===== src/rtl/ram_arbiter_pkg.sv =====
// Shared definitions for the two-requester RAM arbiter: FSM state and requester ids,
// plus the stats counter width and a saturating increment helper.
package ram_arb_defs;

    typedef enum logic {
        IDLE   = 1'b0,
        ACCESS = 1'b1
    } state_t;

    typedef enum logic {
        REQ_A = 1'b0,
        REQ_B = 1'b1
    } req_id_t;

    localparam int STATS_W = 16;

    function automatic logic [STATS_W-1:0] sat_inc(input logic [STATS_W-1:0] cnt,
                                                   input logic               en);
        logic [STATS_W-1:0] res;
        if (en && (cnt != {STATS_W{1'b1}})) begin
            res = cnt + {{(STATS_W-1){1'b0}}, 1'b1};
        end else begin
            res = cnt;
        end
        return res;
    endfunction

endpackage


===== src/rtl/ram_arbiter_rr_arb2.sv =====
// Two-input round-robin grant: a lone request wins, under contention the requester
// that did not win last time gets the grant. Bit 0 = requester A, bit 1 = requester B.
module rr_arb2
    import ram_arb_defs::*;
(
    input  logic [1:0] valid,
    input  req_id_t    last_grant,
    output logic [1:0] grant
);

    // one-hot grant selection
    always_comb begin
        grant = 2'b00;
        case (valid)
            2'b01:   grant = 2'b01;
            2'b10:   grant = 2'b10;
            2'b11:   grant = (last_grant == REQ_B) ? 2'b01 : 2'b10;
            default: grant = 2'b00;
        endcase
    end

endmodule


===== src/rtl/ram_arbiter.sv =====
// Round-robin arbiter/sequencer for two requesters sharing one sync_ram.
// Optional grant/contention statistics are built when RAM_ARB_STATS_EN is defined.
module ram_arbiter
    import ram_arb_defs::*;
#(
    parameter int ADDR_WIDTH = 10,
    parameter int DATA_WIDTH = 32
) (
    input  logic                  clk,
    input  logic                  rst,
    input  logic                  a_valid,
    output logic                  a_ready,
    input  logic                  a_we,
    input  logic [ADDR_WIDTH-1:0] a_addr,
    input  logic [DATA_WIDTH-1:0] a_wdata,
    output logic                  a_resp_valid,
    output logic [DATA_WIDTH-1:0] a_rdata,
    input  logic                  b_valid,
    output logic                  b_ready,
    input  logic                  b_we,
    input  logic [ADDR_WIDTH-1:0] b_addr,
    input  logic [DATA_WIDTH-1:0] b_wdata,
    output logic                  b_resp_valid,
    output logic [DATA_WIDTH-1:0] b_rdata,
`ifdef RAM_ARB_STATS_EN
    output logic [STATS_W-1:0]    a_grant_cnt,
    output logic [STATS_W-1:0]    b_grant_cnt,
    output logic [STATS_W-1:0]    conflict_cnt,
`endif
    output logic [ADDR_WIDTH-1:0] ram_addr,
    output logic [DATA_WIDTH-1:0] ram_din,
    output logic                  ram_we,
    output logic                  ram_read,
    input  logic [DATA_WIDTH-1:0] ram_dout
);

    state_t                  state_r;
    state_t                  state_next_s;
    req_id_t                 last_grant_r;
    req_id_t                 lat_id_r;
    req_id_t                 win_id_s;
    logic                    lat_we_r;
    logic [ADDR_WIDTH-1:0]   lat_addr_r;
    logic [DATA_WIDTH-1:0]   lat_wdata_r;
    logic [1:0]              grant_s;
    logic                    accept_s;
    logic                    a_resp_valid_r;
    logic                    b_resp_valid_r;
    logic [DATA_WIDTH-1:0]   a_rdata_r;
    logic [DATA_WIDTH-1:0]   b_rdata_r;

    rr_arb2 u_rr_arb2 (
        .valid      ({b_valid, a_valid}),
        .last_grant (last_grant_r),
        .grant      (grant_s)
    );

    assign accept_s = (state_r == IDLE) && (grant_s != 2'b00);
    assign win_id_s = grant_s[1] ? REQ_B : REQ_A;

    // FSM state register
    always_ff @(posedge clk or posedge rst) begin
        if (rst) begin
            state_r <= IDLE;
        end else begin
            state_r <= state_next_s;
        end
    end

    // FSM next state: any grant moves to a single ACCESS cycle
    always_comb begin
        state_next_s = state_r;
        case (state_r)
            IDLE:    state_next_s = accept_s ? ACCESS : IDLE;
            ACCESS:  state_next_s = IDLE;
            default: state_next_s = IDLE;
        endcase
    end

    // FSM outputs: ready only in IDLE, RAM strobes only in ACCESS
    always_comb begin
        a_ready  = 1'b0;
        b_ready  = 1'b0;
        ram_we   = 1'b0;
        ram_read = 1'b0;
        case (state_r)
            IDLE: begin
                a_ready = grant_s[0];
                b_ready = grant_s[1];
            end
            ACCESS: begin
                ram_we   = lat_we_r;
                ram_read = ~lat_we_r;
            end
            default: begin
                a_ready  = 1'b0;
                b_ready  = 1'b0;
            end
        endcase
    end

    // command latch and round-robin history, loaded on accept
    always_ff @(posedge clk or posedge rst) begin
        if (rst) begin
            last_grant_r <= REQ_B;
            lat_id_r     <= REQ_A;
            lat_we_r     <= 1'b0;
            lat_addr_r   <= {ADDR_WIDTH{1'b0}};
            lat_wdata_r  <= {DATA_WIDTH{1'b0}};
        end else if (accept_s) begin
            last_grant_r <= win_id_s;
            lat_id_r     <= win_id_s;
            lat_we_r     <= grant_s[1] ? b_we    : a_we;
            lat_addr_r   <= grant_s[1] ? b_addr  : a_addr;
            lat_wdata_r  <= grant_s[1] ? b_wdata : a_wdata;
        end
    end

    assign ram_addr = lat_addr_r;
    assign ram_din  = lat_wdata_r;

    // response pulse and read-data capture at the end of ACCESS
    always_ff @(posedge clk or posedge rst) begin
        if (rst) begin
            a_resp_valid_r <= 1'b0;
            b_resp_valid_r <= 1'b0;
            a_rdata_r      <= {DATA_WIDTH{1'b0}};
            b_rdata_r      <= {DATA_WIDTH{1'b0}};
        end else begin
            a_resp_valid_r <= (state_r == ACCESS) && (lat_id_r == REQ_A);
            b_resp_valid_r <= (state_r == ACCESS) && (lat_id_r == REQ_B);
            if ((state_r == ACCESS) && !lat_we_r && (lat_id_r == REQ_A)) begin
                a_rdata_r <= ram_dout;
            end
            if ((state_r == ACCESS) && !lat_we_r && (lat_id_r == REQ_B)) begin
                b_rdata_r <= ram_dout;
            end
        end
    end

    assign a_resp_valid = a_resp_valid_r;
    assign b_resp_valid = b_resp_valid_r;
    assign a_rdata      = a_rdata_r;
    assign b_rdata      = b_rdata_r;

`ifdef RAM_ARB_STATS_EN
    logic [STATS_W-1:0] a_grant_cnt_r;
    logic [STATS_W-1:0] b_grant_cnt_r;
    logic [STATS_W-1:0] conflict_cnt_r;

    // saturating grant and contention counters
    always_ff @(posedge clk or posedge rst) begin
        if (rst) begin
            a_grant_cnt_r  <= {STATS_W{1'b0}};
            b_grant_cnt_r  <= {STATS_W{1'b0}};
            conflict_cnt_r <= {STATS_W{1'b0}};
        end else begin
            a_grant_cnt_r  <= sat_inc(a_grant_cnt_r, accept_s && (win_id_s == REQ_A));
            b_grant_cnt_r  <= sat_inc(b_grant_cnt_r, accept_s && (win_id_s == REQ_B));
            conflict_cnt_r <= sat_inc(conflict_cnt_r, (state_r == IDLE) && a_valid && b_valid);
        end
    end

    assign a_grant_cnt  = a_grant_cnt_r;
    assign b_grant_cnt  = b_grant_cnt_r;
    assign conflict_cnt = conflict_cnt_r;
`endif

endmodule

===== config.mk =====
export PLATFORM = sky130hd
export DESIGN_NAME = ram_arbiter
export DESIGN_NICKNAME = d
export VERILOG_FILES = /design/src/rtl/ram_arbiter_pkg.sv /design/src/rtl/ram_arbiter_rr_arb2.sv /design/src/rtl/ram_arbiter.sv
export SDC_FILE = /design/constraint.sdc
export NUM_CORES = 1
export LEC_CHECK = 0
export CORE_ASPECT_RATIO = 1.1
export CORE_UTILIZATION = 30
export DETAILED_ROUTE_END_ITERATION = 10
export RECOVER_POWER = 25
export SYNTH_ARGS = -nofsm -noshare
export SYNTH_HDL_FRONTEND = slang
export SYNTH_SLANG_ARGS = --single-unit

===== constraint.sdc =====
create_clock -name clk -period 4.9 [get_ports clk]
set_clock_uncertainty 0.05 [all_clocks]
set_input_delay 1.47 -clock clk [delete_from_list [all_inputs] [get_ports clk]]
set_output_delay 1.47 -clock clk [all_outputs]
set_load 0.01 [all_outputs]

* Word-level counts from Yosys, hierarchy flattened *
Index checks and enable logic that the tools add are counted.

storage, ports and cells
  bits in registers = 112
  latch bits = 0
  RAM bits = 0
  ROM bits = 0
  input port bits = 122
  word-level logic and storage cells = 36
  memories kept = 0

operators by class
  add/subtract/negate cells = 0
  $mul = 0
  divide/modulo/power cells = 0
  magnitude comparators = 0
  equality and inequality tests = 3
  shift-type cells = 0
  muxes and demuxes = 12
  bitwise operators = 3
  reduce and logical (&&, ||, !) cells = 8

operator list
  operator                                                          number
  32-bit two-way mux                                                1
  10-bit two-way mux                                                1
  1-bit two-way mux                                                 7
  1-bit logical AND                                                 6
  2-bit case mux with 3 select lines                                1
  2-bit == test (second input constant)                             2
  1-bit inverter                                                    3
  2-bit by 1-bit == test with 1-bit output (second input constant)  1
  2-bit two-way mux                                                 1
  1-bit case mux with 2 select lines                                1
  2-bit nonzero test                                                1
  1-bit logical NOT                                                 1

* Logic depth before layout (Yosys ltp) *
  depth after elaboration = 6
  depth in mapped cells = 6

* By module *
A second synthesis with hierarchy kept.

second synthesis, totals
  cell total of the unflattened synthesis = 389
  area total of the unflattened synthesis = 4764.6 µm²

modules (own cells, without submodules)
  module       times used  cells each  area each (µm²)  seq. area each (µm²)
  ram_arbiter  1           386         4745.8           2803.9
  rr_arb2      1           3           18.8             0.0

* Worst setup path before layout *
Ideal clock, no wire load.

  path kind = input port to output port
  from = input a_valid
  to = output b_ready
  arrival time = 2.293 ns
  data required time = 3.380 ns
  slack = 1.087 ns
  cell stages on the path = 6
  buffers on the path = 3
  path through = and2_1 -> buf_6 -> or2_1 -> buf_6 -> buf_6 -> inv_1

between the ends
  cells in the longest elaborated chain, start to end = 3
  elaborated cells between the ends (all ways) = 5
  those cells by class = 3 x eq/ne; 2 x mux

RTL lines
  what                                                                       line                       text
  start: declaration                                                         ram_arbiter.sv:11          input logic a_valid,
  2-bit == test or 2-bit by 1-bit == test with 1-bit output (tied branches)  ram_arbiter_rr_arb2.sv:14  case (valid)
  2-bit case mux with 3 select lines (*)                                     ram_arbiter_rr_arb2.sv:14
  1-bit two-way mux (*)                                                      ram_arbiter.sv:86          case (state_r)
  end: declaration                                                           ram_arbiter.sv:19          output logic b_ready,

Mark *: on every way between the ends. The rest lies on a longest branch, timed or not.

* Final worst setup path *
  from = input b_valid
  to = output a_ready

between the ends
  cells in the longest elaborated chain, start to end = 3
  elaborated cells between the ends (all ways) = 5
  those cells by class = 3 x eq/ne; 2 x mux

RTL lines
  what                                                                       line                       text
  start: declaration                                                         ram_arbiter.sv:18          input logic b_valid,
  2-bit == test or 2-bit by 1-bit == test with 1-bit output (tied branches)  ram_arbiter_rr_arb2.sv:14
  2-bit case mux with 3 select lines (*)                                     ram_arbiter_rr_arb2.sv:14
  1-bit two-way mux (*)                                                      ram_arbiter.sv:86
  end: declaration                                                           ram_arbiter.sv:12          output logic a_ready,

Marked as above.

==> results_tabular.tex <==
\begin{tabular}{lr}
\hline
Metric & Value \\
\hline
\multicolumn{2}{l}{\textbf{Finish}} \\
Filler-free cell count of the finished design & 853 \\
Finished Cell Area & 7814 µm² \\
Inserted Diodes & 0 \\
Utilization after layout & 47.56\% \\
Ratio of cells with drive above 1 in the final layout & 16.49\% \\
Area taken by flip-flops and latches & about 2800 µm² \\
Nets@finish & 766 \\
Area added between synthesis and finish & 54.12\% \\
Multi-input gate area & 2051 µm² \\
Number of inserted filler cells in the final layout & 1513 \\
\multicolumn{2}{l}{\textbf{STA}} \\
Ratio of final minimum period to clock period & 92.04\% \\
Worst slew margin relative to its limit & -97.05\% \\
RSZ-0062 raised after global routing & false \\
Total negative slack for setup checks & 0 ns \\
Final Hold Fails & 0 \\
Final setup violation count & 0 \\
Clock period minus final worst setup slack & 4.510 ns \\
F\_max & approximately 0.22 GHz \\
Final Max Tran Viols & roughly 190 \\
Measured slew at the worst slew-check pin & 2.950 ns \\
\multicolumn{2}{l}{\textbf{Clock tree}} \\
Clock root cell & clkbuf\_16 \\
Post-CTS Setup Bufs & 0 \\
Maximum number of buffers from clock root to sink & 2 \\
Clk slew on worst S/H paths & 0.08 ns \\
Skew-Pair Late Insertion Delay & between 0.3 and 0.4 ns \\
Post-CTS sizing & 0 \\
Num CTS Buffers & 9 \\
TritonCTS sink count & between 100 and 150 \\
Clock tree from TritonCTS & yes \\
H-Tree Depth & 3 \\
Number of buffers inserted for hold repair after clock tree synthesis & 0 \\
\multicolumn{2}{l}{\textbf{Die}} \\
Total core area & 16430 µm² \\
Site Rows & 49 \\
Area enclosed by the die boundary & 17420 µm² \\
Horizontal extent of the die & 126.0 µm \\
Die H & $\sim$140 µm \\
Initial standard-cell utilization of the core & 30.86\% \\
Number of placed I/O pins & 234 \\
\multicolumn{2}{l}{\textbf{Yosys}} \\
Cells taking the most area after synthesis & dfrtp\_1 55\%, mux2\_2 14\%, a21oi\_1 5.1\% \\
Number of unique standard cell types used by synthesis & 29 \\
Synth top cells by count & 111 x dfrtp\_1, 63 x mux2\_2, 53 x nor2\_1, 52 x a21oi\_1, 29 x nor2b\_1 \\
Instance count of the mapped netlist & 424 \\
Yosys warning total & 0 \\
Library cell with the highest instance count after synthesis & dfrtp\_1 \\
Post-synthesis sequential area ratio & 55.31\% \\
Synth Register Bits & 112 \\
Top cell type by total area after synthesis & dfrtp\_1 \\
Average size of a mapped cell & 11.96 µm² \\
Number of flops mapped to enable cells by yosys & 0 \\
Area share of the largest cell type after synthesis & a little over half \\
Fraction of registers with async set/reset & 100.0\% \\
Syn Nets & 546 \\
Syn Std Cell Area & between 5000 and 6000 µm² \\
Synth Flop Type & dfrtp\_1 \\
\multicolumn{2}{l}{\textbf{Status}} \\
Failing checks & capacitance limit, slew limit \\
Result of the run & complete, but fails checks \\
\multicolumn{2}{l}{\textbf{Drt}} \\
Detailed-route wire length per cell & 17.25 µm \\
Routed wire length & between 10 and 15 mm \\
ANT nets after route & 0 \\
Total iterations of the first detailed-routing run & 6 \\
Drt via density & 4.974 \\
Routed vias & 4243 \\
Number of DRC markers in iteration 0 & 192 \\
Final routed DRC violation total & 0 \\
\multicolumn{2}{l}{\textbf{Global routing}} \\
Initial antenna violation count & 0 \\
Met3 Resource Use GR & 2.941\% \\
All-Layer GR Usage & approximately 17\% \\
Routing layer with the top usage in global route & met2 \\
Number of global-route vias before repair & 4387 \\
Wire length of the first global-routing pass & $\sim$23 mm \\
GR met2 Demand/Resource & between 20\% and 30\% \\
Global routing met1 resource utilization & between 20\% and 30\% \\
Largest net degree at the start of global routing & 70 \\
Leftover overflow at the end of global routing & 0 \\
\multicolumn{2}{l}{\textbf{Place}} \\
HPWL after DPL & around 11 mm \\
Final weighted congestion of routability-driven global placement & 0.7349 \\
Number of placed cells counting well taps & 837 \\
Cell area after placement & 7547 µm² \\
Number of buffer cells added on primary ports & around 230 \\
\multicolumn{2}{l}{\textbf{Setup path}} \\
Cell family with the largest share of critical-path delay & buffers and inverters \\
Startpoint of the worst setup timing path & b\_valid \\
Startpoint types & input port \\
Critical path type & in -> out \\
Number of buffers and inverters on the critical path & 4 \\
Required time at the worst-slack endpoint & $\sim$3.4 ns \\
Capturing element type of the critical path & output pin \\
Maximum fanout count along the critical path & 29 \\
Arrival time of the worst setup path & 2.99 ns \\
Most frequent CP cell & clkdlybuf4s50\_1 \\
Cell Chain, Critical Path & clkdlybuf4s50\_1 > buf\_4 > a21o\_1 > inv\_1 > clkdlybuf4s50\_1 \\
Beginning of the worst register-to-register path & state\_r \\
CP max stage cell & clkdlybuf4s50\_1 \\
Slowest cell delay on critical path & 0.48 ns \\
\multicolumn{2}{l}{\textbf{Min path}} \\
Worst hold start & a\_rdata[24] \\
Worst hold path type & reg -> reg \\
\multicolumn{2}{l}{\textbf{Power and ir drop}} \\
Power per cell area & 502.0 nW/µm² \\
Cell leakage power & slightly above 3 nW \\
Worst-case vdd ir drop & 0.0002416 V \\
Power Total & 0.003923 W \\
\multicolumn{2}{l}{\textbf{Flow run}} \\
Max Cap Viol & 4 \\
\hline
\end{tabular}
-- where the power goes --
part | internal [W] | total (W) | switching [W]
combinational | 0.00107 | 0.00170 | 0.000631
clock | 0.000356 | 0.000716 | 0.000360
sequential | 0.00129 | 0.00151 | 0.000217
-- state kept, by name, summed over array words and instances (netlist names) --
signal,flops
a_rdata,32
b_resp_valid,1
a_resp_valid,1
b_rdata,32
ram_din,32
last_grant_r,1
ram_addr,10
state_r,1
lat_we_r,1
lat_id_r,1
-- per-stage QoR --
stage / hold slack, ns / setup WS (ns)
CTS: 0.4456 / 0.3724
finish: 0.4414 / 0.3902
global placement: 0.4184 / 0.3705
global route: 0.4713 / 0.2157
floorplan: 0.4079 / 0.4227
detailed placement: 0.4275 / 0.3691
-- placed cells by master, fill, tap and decap left out, types with 5 or more instances in the layout --
master / count
o221a_2: 20
buf_4: 6
nor2_1: 53
inv_1: 5
clkdlybuf4s50_1: 232
or2b_1: 5
o221a_1: 22
nand2b_1: 13
dfrtp_1: 111
a21oi_1: 52
clkbuf_16: 9
nor2b_1: 29
mux2_2: 62
-- routing by layer --
layer,routed length [µm],up-vias
li1,-,1948
met1,6573,2078
met2,6851,187
met3,794,30
met4,491,0
met5,0,-
-- kinds of logic after synthesis --
group                  synth area share (%)
buffers and inverters                 4.245
AOI/OAI and AO/OA                     15.05
and+or+nand+nor                       11.18
muxes                                 14.22
DFF                                   55.31
-- area by class of cell --
| type | count | area share, % |
|---|---|---|
| sequential | 112 | 35.88 |
| clock inverter | 7 | 0.7846 |
| multi-input combinational | 274 | 26.25 |
| inverter | 5 | 0.2402 |
| timing repair buffer | 242 | 30.70 |
| clock buffer | 9 | 2.882 |
| tap | 204 | 3.267 |
-- final timing paths --
check | to | slack, ns | cells past startpoint
setup / recovery | a_ready | 0.39 | 5
hold / removal | a_rdata[24] | 0.44 | 1
setup reg to reg | a_rdata[28] | 0.96 | 3
hold reg to reg | a_rdata[24] | 0.44 | 1
max in group asynchronous | b_rdata[15] | 0.88 | 2
min in group asynchronous | a_rdata[30] | 2.37 | 2
-- worst reg2reg max path: cells and delay by family, from the launching register on --
kind             cells  cell delay (ns)
flip-flops           1             0.78
multiplexers         1             0.51
AND/OR/NAND/NOR      2             2.49
Power figures use the tool's default switching activity.
